## src/rtl/qtree_lookup_ingress.sv

```systemverilog
// Credit-gated ingress for the qtree lookup pipeline: admits keys, tags them with a sequence
// number and launches them into the first level one cycle later.
module qtree_lookup_ingress #(
  parameter int unsigned KEY_WIDTH    = 16,
  parameter int unsigned ADDR_WIDTH   = 4,
  parameter int unsigned BYPASS_WIDTH = 8,
  parameter int unsigned CREDITS      = 16
) (
  input  logic                            clk_i,
  input  logic                            rst_i,
  input  logic                            en_i,
  input  logic [KEY_WIDTH-1:0]            req_key_i,
  input  logic                            req_valid_i,
  output logic                            req_ready_o,
  input  logic                            credit_return_i,
  output logic [KEY_WIDTH+ADDR_WIDTH-1:0] out_data_o,
  output logic [BYPASS_WIDTH-1:0]         out_bypass_o,
  output logic                            out_valid_o,
  output logic [7:0]                      credits_o,
  output logic                            idle_o,
  output logic                            err_o
);

  localparam int unsigned DataWidth   = KEY_WIDTH + ADDR_WIDTH;
  localparam logic [7:0]  CreditsFull = 8'(CREDITS);

  typedef enum logic [1:0] {StIdle, StRun, StDrain} state_e;

  state_e                  state_q, state_d;
  logic [7:0]              credits_q, credits_d;
  logic [BYPASS_WIDTH-1:0] tag_q, tag_d;
  logic                    err_q, err_d;
  logic                    out_valid_q, out_valid_d;
  logic [DataWidth-1:0]    out_data_q, out_data_d;
  logic [BYPASS_WIDTH-1:0] out_bypass_q, out_bypass_d;
  logic                    accept;

  // Ready depends only on registered state, never on req_valid_i.
  assign req_ready_o = (state_q == StRun) && (credits_q != 8'd0);
  assign accept      = req_valid_i && req_ready_o;

  always_comb begin
    credits_d    = credits_q;
    err_d        = err_q;
    tag_d        = tag_q;
    out_valid_d  = accept;
    out_data_d   = out_data_q;
    out_bypass_d = out_bypass_q;

    if (accept) begin
      out_data_d   = {req_key_i, {ADDR_WIDTH{1'b0}}};
      out_bypass_d = tag_q;
      tag_d        = tag_q + BYPASS_WIDTH'(1);
    end

    if (accept && !credit_return_i) begin
      credits_d = credits_q - 8'd1;
    end else if (credit_return_i && !accept) begin
      if (credits_q == CreditsFull) begin
        err_d = 1'b1;
      end else begin
        credits_d = credits_q + 8'd1;
      end
    end
  end

  always_comb begin
    state_d = state_q;
    unique case (state_q)
      StIdle:  if (en_i) state_d = StRun;
      StRun:   if (!en_i) state_d = StDrain;
      // Leave as soon as the last credit lands, using the updated count.
      StDrain: begin
        if (en_i) begin
          state_d = StRun;
        end else if (credits_d == CreditsFull) begin
          state_d = StIdle;
        end
      end
      default: state_d = StIdle;
    endcase
  end

  always_ff @(posedge clk_i) begin
    if (rst_i) begin
      state_q      <= StIdle;
      credits_q    <= CreditsFull;
      tag_q        <= '0;
      err_q        <= 1'b0;
      out_valid_q  <= 1'b0;
      out_data_q   <= '0;
      out_bypass_q <= '0;
    end else begin
      state_q      <= state_d;
      credits_q    <= credits_d;
      tag_q        <= tag_d;
      err_q        <= err_d;
      out_valid_q  <= out_valid_d;
      out_data_q   <= out_data_d;
      out_bypass_q <= out_bypass_d;
    end
  end

  assign out_valid_o  = out_valid_q;
  assign out_data_o   = out_data_q;
  assign out_bypass_o = out_bypass_q;
  assign credits_o    = credits_q;
  assign idle_o       = (state_q == StIdle);
  assign err_o        = err_q;

endmodule
```

## config.mk

```make
export PLATFORM = sky130hd
export DESIGN_NAME = qtree_lookup_ingress
export DESIGN_NICKNAME = d
export VERILOG_FILES = /design/src/rtl/qtree_lookup_ingress.sv
export SDC_FILE = /design/constraint.sdc
export NUM_CORES = 1
export LEC_CHECK = 0
export BUFFER_PORTS_ARGS = -buffer_cell sky130_fd_sc_hd__buf_4
export CAP_MARGIN = 20
export CORE_MARGIN = 2
export CORE_UTILIZATION = 46
export DETAILED_ROUTE_END_ITERATION = 10
export GPL_TIMING_DRIVEN = 0
export PLACE_DENSITY = 0.86
export SLEW_MARGIN = 20
export SYNTH_ARGS = -nofsm -noshare
export SYNTH_HDL_FRONTEND = slang
export SYNTH_SLANG_ARGS = --single-unit
```

## constraint.sdc

```tcl
create_clock -name clk_i -period 1.9 [get_ports clk_i]
set_clock_uncertainty 0.2 [all_clocks]
set_input_delay 0.19 -clock clk_i [delete_from_list [all_inputs] [get_ports clk_i]]
set_output_delay 0.19 -clock clk_i [all_outputs]
set_load 0.01 [all_outputs]
```

==> metrics.md, run 1 <==
| Metric | Value |
|---|---|
| Share of layout cells above drive strength 1 | 0.408 |
| Seq/Total Area, Yosys | 0.437 |
| Post-DRT Antenna Nets | 0 |
| Largest cells by area after synthesis | dfxtp_1 (44%), nand2_1 (10%), a21oi_1 (7.2%), xor2_1 (3.5%), nor2_1 (3.4%) |
| Yosys cell types | 38 |
| Ports | 61 |
| CP Cell Sequence | buf_2 > nor3_2 > a21o_1 > buf_6 > buf_6 > buf_6 > nand4_1 > a21oi_1 > a31oi_4 > a31oi_1 |
| Ant. Diodes | 0 |
| Die area | 4930 µm² |
| Synth Area per Inst | 8.26 µm² |
| First-pass GRT wire length | 9610 µm |
| Vias per cell | 5.44 |
| Final wirelength | 6900 µm |
| Pre-Repair DR Iteration Count | 4 |
| Initial antenna violation count | 0 |
| Hold slack | 0.0430 ns |
| Worst-path fanout max | 10 |
| Final Hold Viols | 0 |
| Core ar. | 4290 µm² |
| Synth area leader | dfxtp_1 |
| Worst Setup End Kind | register |
| Synthesized flop and latch total | 44 |
| CP most frequent cell | buf_6 |
| Clock-pin transition on the worst setup and hold timing paths | 0.09 ns |
| Clk_lat worst skew | 0.32 ns |
| Worst vdd ir | 0.405 mV |
| Worst-case reg-to-reg path depth | 10 |
| Sum of negative setup slack | -10.12 ns |
| Initial cell density of the core | 0.469 |
| Largest net degree at the start of global routing | 16 |
| Pwr/cell area | 757 nW/µm² |
| Die width | 70.2 µm |
| Synth top cells by count | nand2_1 (55), dfxtp_1 (44), a21oi_1 (29) |
| H-tree Lvls | 2 |
| Layout Nets | 372 |
| Endpoints failing setup | 37 |
| Synth Cell Area | 2020 µm² |
| Area grow syn2layout | 62.1% |
| Net Sw Power | 743 µW |
| Worst r2r dst | state_q[1]$_SDFFE_PP0P_ |
| Critical Path AT | 2.47 ns |
| Hold Path Sink | credits_o[1]$_SDFF_PP0_ |
| Hold Path Depth | 2 |
| Post-DP HPWL | 3310 µm |
| Drt drc | 0 |
| Vias in the first global route | 1999 |
| Overflow after GRT | 0 |
| CTS max path bufs | 2 |
| Switch share | 0.300 |
| Clock tree sinks | 44 |
| Combinational power share | 0.290 |
| Post-synth top area share | 0.437 |
| Pleak | 0.00139 µW |
| Worst-margin pin slew | 0.583 ns |
| Tot GR Track Use | 0.248 |
| Most common cell in the synthesized netlist | nand2_1 |
| Fin area | 3270 µm² |
| Largest stage delay on the critical path | 0.35 ns |
| Worst path required time | 1.93 ns |
| RSZ-0062 raised after global routing | yes |
| Cell Int Power | 1730 µW |
| Die height | 70.2 µm |
| Max Slew Vio Count | 0 |
| Number of synthesized flops with an enable pin | 0 |
| Synth Warn # | 0 |
| Setup CP Type | reg -> reg |
| Cts bufs inserted | 5 |
| Fin crit period | 2.44 ns |
| Initial DRC count | 123 |
| Sequential Power Share | 0.404 |
| Crit start category | register |
| Period utilization | 1.28 |
| Max Fclk | 410 MHz |
| Failing checks | setup timing |
| Core Rows | 24 |
| Wire per inst | 17.3 µm |
| Clk root buf | clkbuf_8 |
| IO Port Bufs | 55 |
| Slew headroom | 0.611 |
| HP Class | in -> reg |
| CTS tree | built |
| Outcome | finished with violations |
| Ys flop type | dfxtp_1 |
| Reg2Reg Launch Point | credits_o[3]$_SDFF_PP0_ |
| R2R setup slack | -0.54 ns |
| Cells after Synth | 244 |
| Maximum capacitance violations | 0 |
| Hold_sp | rst_i |
| Slowest stage cell, crit path | nor3_2 |
| Placed Instance Area | 2510 µm² |
| Final Wtd Congestion | 0.883 |
| Final WS setup | -0.537 ns |
| Clk pwr share | 0.306 |
| Routed via count | 2176 |
| Ys async rst share | 0 |
-- area by class of cell --
class                      instances  area, µm²
buffer                            19        143
sequential                        44        891
inverter                           5       23.8
timing repair buffer              94        815
clock inverter                     3       45.0
clock buffer                       5       68.8
tap                               52       65.1
fill                             255       1030
multi-input combinational        178       1220
-- cells in the final DEF, fill, tap and decap left out, types with 6 or more instances in the layout --
master         netlist  final
buf_6                2     12
a21oi_1             29     21
a21oi_2              0      7
dlygate4sd3_1        0     17
nand2_1             55     45
nand4_1              6      6
dfxtp_1             44     40
xor2_1               8      8
buf_4                6     72
nand2_2              0      6
nor2_1              18     17
-- metrics by stage --
step | util | power, µW | cells | setup slack [ns]
after floorplan | - | 1260 | 247 | -0.247
after global placement | 0.584 | 1400 | 354 | -0.530
after detailed placement | 0.584 | 1410 | 354 | -0.551
after CTS | 0.707 | 2310 | 393 | -0.317
after global routing | 0.761 | 2560 | 400 | -0.616
final | 0.761 | 2470 | 400 | -0.537
-- registers in the layout, summed over array words and instances (netlist names) --
signal and count:
tag_q 8, out_data_o 16, out_valid_o 1, credits_o 8, state_q 2, err_o 1, out_bypass_o 8
-- power groups by stage --
stage               clock [µW]  sequential [µW]  combinational (µW)
floorplan                    0             1030                 236
global placement             0             1020                 375
detailed placement           0             1020                 386
CTS                        754              992                 563
global route               797             1000                 758
finish                     758             1000                 717
-- metal layers --
| metal | up-vias | global-route usage | part of all wire |
|---|---|---|---|
| li1 | 1016 | - | - |
| met1 | 1025 | 0.282 | 0.40 |
| met2 | 101 | 0.436 | 0.49 |
| met3 | 34 | 0.0592 | 0.063 |
| met4 | 0 | 0.118 | 0.047 |
| met5 | - | 0 | 0 |
-- cells by family after synthesis --
family,after synthesis,synth area share
simple gates,111,0.274
flops,44,0.437
compound gates,41,0.112
buf+inv,25,0.0695
xor+xnor,14,0.0608
fa+ha+maj,4,0.0248
mux,4,0.0205
other cells,1,0.00186
-- worst max-delay path, delay by kind of cell (launching register included) --
kind	cells	cell delay, ns
buffers and inverters	4	0.52
AND/OR/NAND/NOR	2	0.50
AO/OA/AOI/OAI	4	0.80
flip-flops	1	0.33
-- how the worst max path moves through the flow --
stage / startpoint / end / cells after the start
finish: credits_o[3]$_SDFF_PP0_ / state_q[1]$_SDFFE_PP0P_ / 10
global route: credits_o[3]$_SDFF_PP0_ / state_q[1]$_SDFFE_PP0P_ / 10
CTS: credits_o[0]$_SDFF_PP0_ / state_q[1]$_SDFFE_PP0P_ / 8
detailed placement: credits_o[0]$_SDFF_PP0_ / state_q[1]$_SDFFE_PP0P_ / 9
global placement: credits_o[0]$_SDFF_PP0_ / state_q[1]$_SDFFE_PP0P_ / 9
floorplan: credits_o[0]$_SDFF_PP0_ / state_q[1]$_SDFFE_PP0P_ / 9
-- repair_timing --
item,CTS,global route
hold endpoints to repair,18,0
gates resized for setup,29,44
endpoints found under the setup margin,41,42
pin swaps,13,15
cloned,2,0
hold buffers,17,0
setup buffers,12,9
Note: power is estimated with default switching activity, not from simulation.
==> run 2: changes to the inputs <==
--- a/config.mk
+++ b/config.mk
@@ -11,7 +11,7 @@
 export CORE_UTILIZATION = 46
 export DETAILED_ROUTE_END_ITERATION = 10
 export GPL_TIMING_DRIVEN = 0
-export PLACE_DENSITY = 0.86
+export PLACE_DENSITY_LB_ADDON = 0.12
 export SLEW_MARGIN = 20
 export SYNTH_ARGS = -nofsm -noshare
 export SYNTH_HDL_FRONTEND = slang
==> run 2 against run 1 <==
- the flow still finishes with violations (setup timing)
- critical path type unchanged
- core utilization decreased by 2.4 points
- setup slack gained 0.20 ns
- critical path depth decreased by 2
- total power decreased by 5.3%
- maximum frequency increased by 9.0%
- sequential power about the same
- critical endpoint unchanged
- hold slack improved by 0.0091 ns
==> metrics.md, run 2 (same netlist as run 1, synthesis figures left out) <==
| Metric | Value |
|---|---|
| Final WS setup | -0.336 ns |
| Commonest non-fill, non-tap cells in the layout | buf_4 (74), nand2_1 (54), dfxtp_1 (41) |
| Routed via count | 2024 |
| Final wirelength | 5500 µm |
| RSZ-0062 raised after global routing | yes |
| Post-DRT Antenna Nets | 0 |
| Final Hold Viols | 0 |
| Endpoints failing setup | 40 |
| Wire per inst | 13.8 µm |
| Initial DRC count | 115 |
| Die height | 70.2 µm |
| Initial antenna violation count | 0 |
| Die width | 70.2 µm |
| Initial cell density of the core | 0.469 |
| Ports | 61 |
| Fin crit period | 2.24 ns |
| Max Slew Vio Count | 0 |
| Pleak | 0.00135 µW |
| Core Rows | 24 |
| Largest net degree at the start of global routing | 15 |
| Worst path required time | 1.88 ns |
| CTS tree | built |
| First-pass GRT wire length | 8300 µm |
| Sum of negative setup slack | -6.16 ns |
| Pwr/cell area | 740 nW/µm² |
| Most common cell after layout, fill and taps aside | buf_4 |
| Clock-pin transition on the worst setup and hold timing paths | 0.08 ns |
| Tot GR Track Use | 0.210 |
| Cts bufs inserted | 5 |
| Power, Total | 2340 µW |
| HP Class | in -> reg |
| Core ar. | 4290 µm² |
| Clock tree sinks | 44 |
| Outcome | finished with violations |
| IO Port Bufs | 55 |
| Worst-path fanout max | 3 |
| Period utilization | 1.18 |
| Share of layout cells above drive strength 1 | 0.387 |
| Vias in the first global route | 1850 |
| Clk root buf | clkbuf_8 |
| Clk_lat worst skew | 0.30 ns |
| Ant. Diodes | 0 |
| Final Wtd Congestion | 0.823 |
| Pre-Repair DR Iteration Count | 4 |
| DP Worst Slack | -0.566 ns |
| Worst vdd ir | 0.405 mV |
| Critical Path AT | 2.22 ns |
| Crit start category | register |
| Vias per cell | 5.09 |
| Maximum capacitance violations | 0 |
| Worst-margin pin slew | 0.589 ns |
| CTS max path bufs | 2 |
| Overflow after GRT | 0 |
| Post-DP HPWL | 3300 µm |
| Setup CP Type | reg -> reg |
| Max reg flops | 16 |
| Failing checks | setup timing |
| Drt drc | 0 |
| Max Fclk | 447 MHz |
| # fillers | 315 |
| Slew headroom | 0.607 |
| Area grow syn2layout | 57.0% |
| Layout Nets | 370 |
| H-tree Lvls | 2 |
| Die area | 4930 µm² |
| Worst Setup End Kind | register |
[run 2: cell count changes in the layout (fill, tap and decap cells not counted), sizes merged]
cell / change
clkbuf: +2
buf: -3
inv: -2
clkinv: +1
[run 2: critical path: stages, from the launching register on]
cell     delay (ns)
dfxtp_4        0.36
inv_4          0.06
ha_4           0.12
or3b_4         0.37
or3_1          0.31
mux2i_1        0.16
xor2_1         0.11
nor4_2         0.31
a31oi_1        0.12
[run 2: path summary, 6_finish.rpt]
check                          startpoint                 endpoint  slack [ns]  depth (start not counted)
setup / recovery  credits_o[1]$_SDFF_PP0_  state_q[1]$_SDFFE_PP0P_       -0.34                          8
hold / removal                      rst_i  credits_o[6]$_SDFF_PP0_        0.05                          2
setup reg to reg  credits_o[1]$_SDFF_PP0_  state_q[1]$_SDFFE_PP0P_       -0.34                          8
hold reg to reg        err_o$_SDFFE_PP0P_       err_o$_SDFFE_PP0P_        0.25                          2
[run 2: cell type report]
| class | instances | area (µm²) | share of cell area |
|---|---|---|---|
| multi-input combinational | 178 | 1140 | 0.360 |
| tap | 52 | 65.1 | 0.0206 |
| clock inverter | 2 | 38.8 | 0.0123 |
| buffer | 20 | 158 | 0.0498 |
| sequential | 44 | 890 | 0.281 |
| inverter | 5 | 23.8 | 0.00751 |
| timing repair buffer | 91 | 767 | 0.242 |
| clock buffer | 6 | 82.6 | 0.0261 |
[run 2: what timing repair did]
action                                  CTS  global route
endpoints found under the hold margin    18             0
setup buffers                            11             6
gates cloned                              1             1
pin swaps                                 9            11
resized for setup                        28            22
hold buffers                             17             0
endpoints found under the setup margin   42            41
[run 2: power by group]
part	internal (µW)	total (µW)	leakage (µW)	switching, µW
Combinational	313	594	0.000927	281
Sequential	962	993	0.000358	30.5
Clock	430	756	0.0000614	327
Total	1700	2340	0.00135	638
[run 2: through the flow]
stage	std cells	instance area (µm²)	hold slack, ns	utilization
floorplan	247	2030	0.109	-
global placement	354	2510	0.235	0.584
detailed placement	354	2510	0.241	0.584
CTS	391	2990	0.0429	0.696
global route	398	3160	0.0597	0.737
finish	398	3160	0.0521	0.737
[run 2: routing by layer]
metal	global-route usage	vias up	share of wire	wire length, µm
met5	0	-	0	0
met4	0.0769	0	0.017	95
met3	0.0375	13	0.047	261
met2	0.362	64	0.50	2760
met1	0.261	938	0.43	2380
li1	-	1009	-	-
==> run 3: changes to the inputs <==
--- a/config.mk
+++ b/config.mk
@@ -8,9 +8,10 @@
 export BUFFER_PORTS_ARGS = -buffer_cell sky130_fd_sc_hd__buf_4
 export CAP_MARGIN = 20
 export CORE_MARGIN = 2
-export CORE_UTILIZATION = 46
+export CORE_UTILIZATION = 50
 export DETAILED_ROUTE_END_ITERATION = 10
 export GPL_TIMING_DRIVEN = 0
+export HOLD_SLACK_MARGIN = 0.1
 export PLACE_DENSITY_LB_ADDON = 0.12
 export SLEW_MARGIN = 20
 export SYNTH_ARGS = -nofsm -noshare
==> constraint.sdc (replaced) <==
create_clock -name clk_i -period 2.9 [get_ports clk_i]
set_clock_uncertainty 0.2 [all_clocks]
set_input_delay 0.29 -clock clk_i [delete_from_list [all_inputs] [get_ports clk_i]]
set_output_delay 0.29 -clock clk_i [all_outputs]
set_load 0.01 [all_outputs]
==> run 3 against run 2 <==
- the run now ends clean
- core utilization shrank 3.8 points
- register-to-register slack better by 0.69 ns
- sequential cell count unchanged
- design area down 13%
- total power decreased by 45%
- via count decreased by 4.5%
- wire length down 11%
- die area decreased by 7.5%
- combinational power shrank 54%
- first-iteration DRC count shrank 17%
- hold slack gained 0.096 ns
- sequential share of layout area up 3.9 points
- critical endpoint unchanged
- highest routed layer unchanged
==> metrics.md, run 3 (same netlist as run 1, synthesis figures left out) <==
| Metric | Value |
|---|---|
| Routed via count | 1932 |
| Reg area | 881 µm² |
| Vias per cell | 5.14 |
| Largest stage delay on the critical path | 0.43 ns |
| Ports | 61 |
| Worst-margin pin slew | 0.498 ns |
| Maximum capacitance violations | 0 |
| First-pass GRT wire length | 7740 µm |
| Area grow syn2layout | 36.6% |
| Hold slack | 0.149 ns |
| Finished Layout Cells | 376 |
| Placed Cells | 352 |
| CP Cell Sequence | inv_1 > ha_1 > nor4b_4 > a21o_1 > buf_6 > mux2i_1 > xor2_1 > nor4_1 > a31oi_1 |
| Most common cell after layout, fill and taps aside | buf_4 |
| Die height | 67.5 µm |
| Slowest stage cell, crit path | nor4b_4 |
| Crit start category | register |
| Core Rows | 23 |
| Final Hold Viols | 0 |
| DP Worst Slack | 0.402 ns |
| Clock tree sinks | 44 |
| Die width | 67.5 µm |
| Sum of negative setup slack | 0 ns |
| Clk_lat worst skew | 0.29 ns |
| Pleak | 0.00119 µW |
| Post-CTS setup buffers | 0 |
| CTS tree | built |
| CTS max path bufs | 2 |
| H-tree Lvls | 2 |
| Post_cts resized | 0 |
| IO Port Bufs | 55 |
| Vias in the first global route | 1715 |
| Pre-Repair DR Iteration Count | 4 |
| Final Wtd Congestion | 0.868 |
| Pwr/cell area | 470 nW/µm² |
| Initial cell density of the core | 0.511 |
| Worst-path fanout max | 7 |
| Final wirelength | 4900 µm |
| HP Class | in -> reg |
| Outcome | finished, final reports clean |
| Hold Buf Count CTS | 17 |
| Max Slew Vio Count | 0 |
| Die area | 4560 µm² |
| Overflow after GRT | 0 |
| Clock-pin transition on the worst setup and hold timing paths | 0.08 ns |
| Drt drc | 0 |
| Commonest non-fill, non-tap cells in the layout | buf_4 (61), nand2_1 (55), dfxtp_1 (44) |
| Initial DRC count | 96 |
| Worst path required time | 2.87 ns |
| Worst Setup End Kind | register |
| Post-DP HPWL | 3290 µm |
| Multi-input gate area | 1010 µm² |
| Largest net degree at the start of global routing | 14 |
| Core ar. | 3940 µm² |
| Cts bufs inserted | 5 |
| Critical Path AT | 2.51 ns |
| Post-DRT Antenna Nets | 0 |
| Period utilization | 0.877 |
| Setup CP Type | reg -> reg |
| Initial antenna violation count | 0 |
| Max Fclk | 393 MHz |
| Layout Nets | 351 |
| Final WS setup | 0.356 ns |
| Clk root buf | clkbuf_8 |
| Tot GR Track Use | 0.225 |
| Fin crit period | 2.54 ns |
| Ant. Diodes | 0 |
| Max reg flops | 16 |
| Wire per inst | 13.0 µm |
| RSZ-0062 raised after global routing | no |
| Slew headroom | 0.667 |
| Share of layout cells above drive strength 1 | 0.252 |
| # fillers | 338 |
| Endpoints failing setup | 0 |
| Worst vdd ir | 0.342 mV |
-- run 3: changes by cell type in the layout (fill, tap and decap cells not counted), moves of 3 or more --
cell     change
a21oi_1     +13
buf_4       -13
dfxtp_1      +3
a21oi_2     -12
buf_6        -6
buf_2        +4
-- run 3: worst max-delay path: cells and delay by family (launching register included) --
family          cells  cell delay, ns
simple gates        2            0.79
flops               1            0.38
compound gates      2            0.32
buf+inv             2            0.25
mux                 1            0.22
fa+ha+maj           1            0.16
xor+xnor            1            0.11
-- run 3: power breakdown --
group	total [µW]	leakage, µW	switching, µW	internal, µW
clock network	366	0.0000400	203	163
registers	653	0.000357	25.8	627
logic	275	0.000795	138	137
total	1290	0.00119	367	927
-- run 3: cell type report --
class,count,area share
well taps,50,0.0227
multi-input cells,178,0.365
flip-flops and latches,44,0.320
inverters,5,0.00682
clock inverters,2,0.00454
repair buffers,72,0.212
clock buffers,5,0.0250
plain buffers,20,0.0441
-- run 3: worst paths after layout --
path / from / end / slack (ns) / depth (start not counted)
worst max-delay path: credits_o[1]$_SDFF_PP0_ / state_q[1]$_SDFFE_PP0P_ / 0.36 / 9
worst min-delay path: rst_i / credits_o[6]$_SDFF_PP0_ / 0.15 / 2
worst max register to register: credits_o[1]$_SDFF_PP0_ / state_q[1]$_SDFFE_PP0P_ / 0.36 / 9
worst min register to register: out_data_o[18]$_SDFFE_PP0P_ / out_data_o[18]$_SDFFE_PP0P_ / 0.26 / 2
-- run 3: per-stage QoR --
stage | utilization | cell area (µm²) | total power, µW
after floorplan | - | 2030 | 824
after global routing | 0.699 | 2750 | 1350
after global placement | 0.635 | 2500 | 914
after detailed placement | 0.635 | 2500 | 920
final | 0.699 | 2750 | 1290
after CTS | 0.699 | 2750 | 1300
-- run 3: layer usage --
metal | global-route usage | wire, µm | vias up
met5 | 0 | 0 | -
met4 | 0.0587 | 53 | 0
met3 | 0.0567 | 291 | 7
met2 | 0.386 | 2400 | 59
met1 | 0.281 | 2150 | 895
li1 | - | - | 971
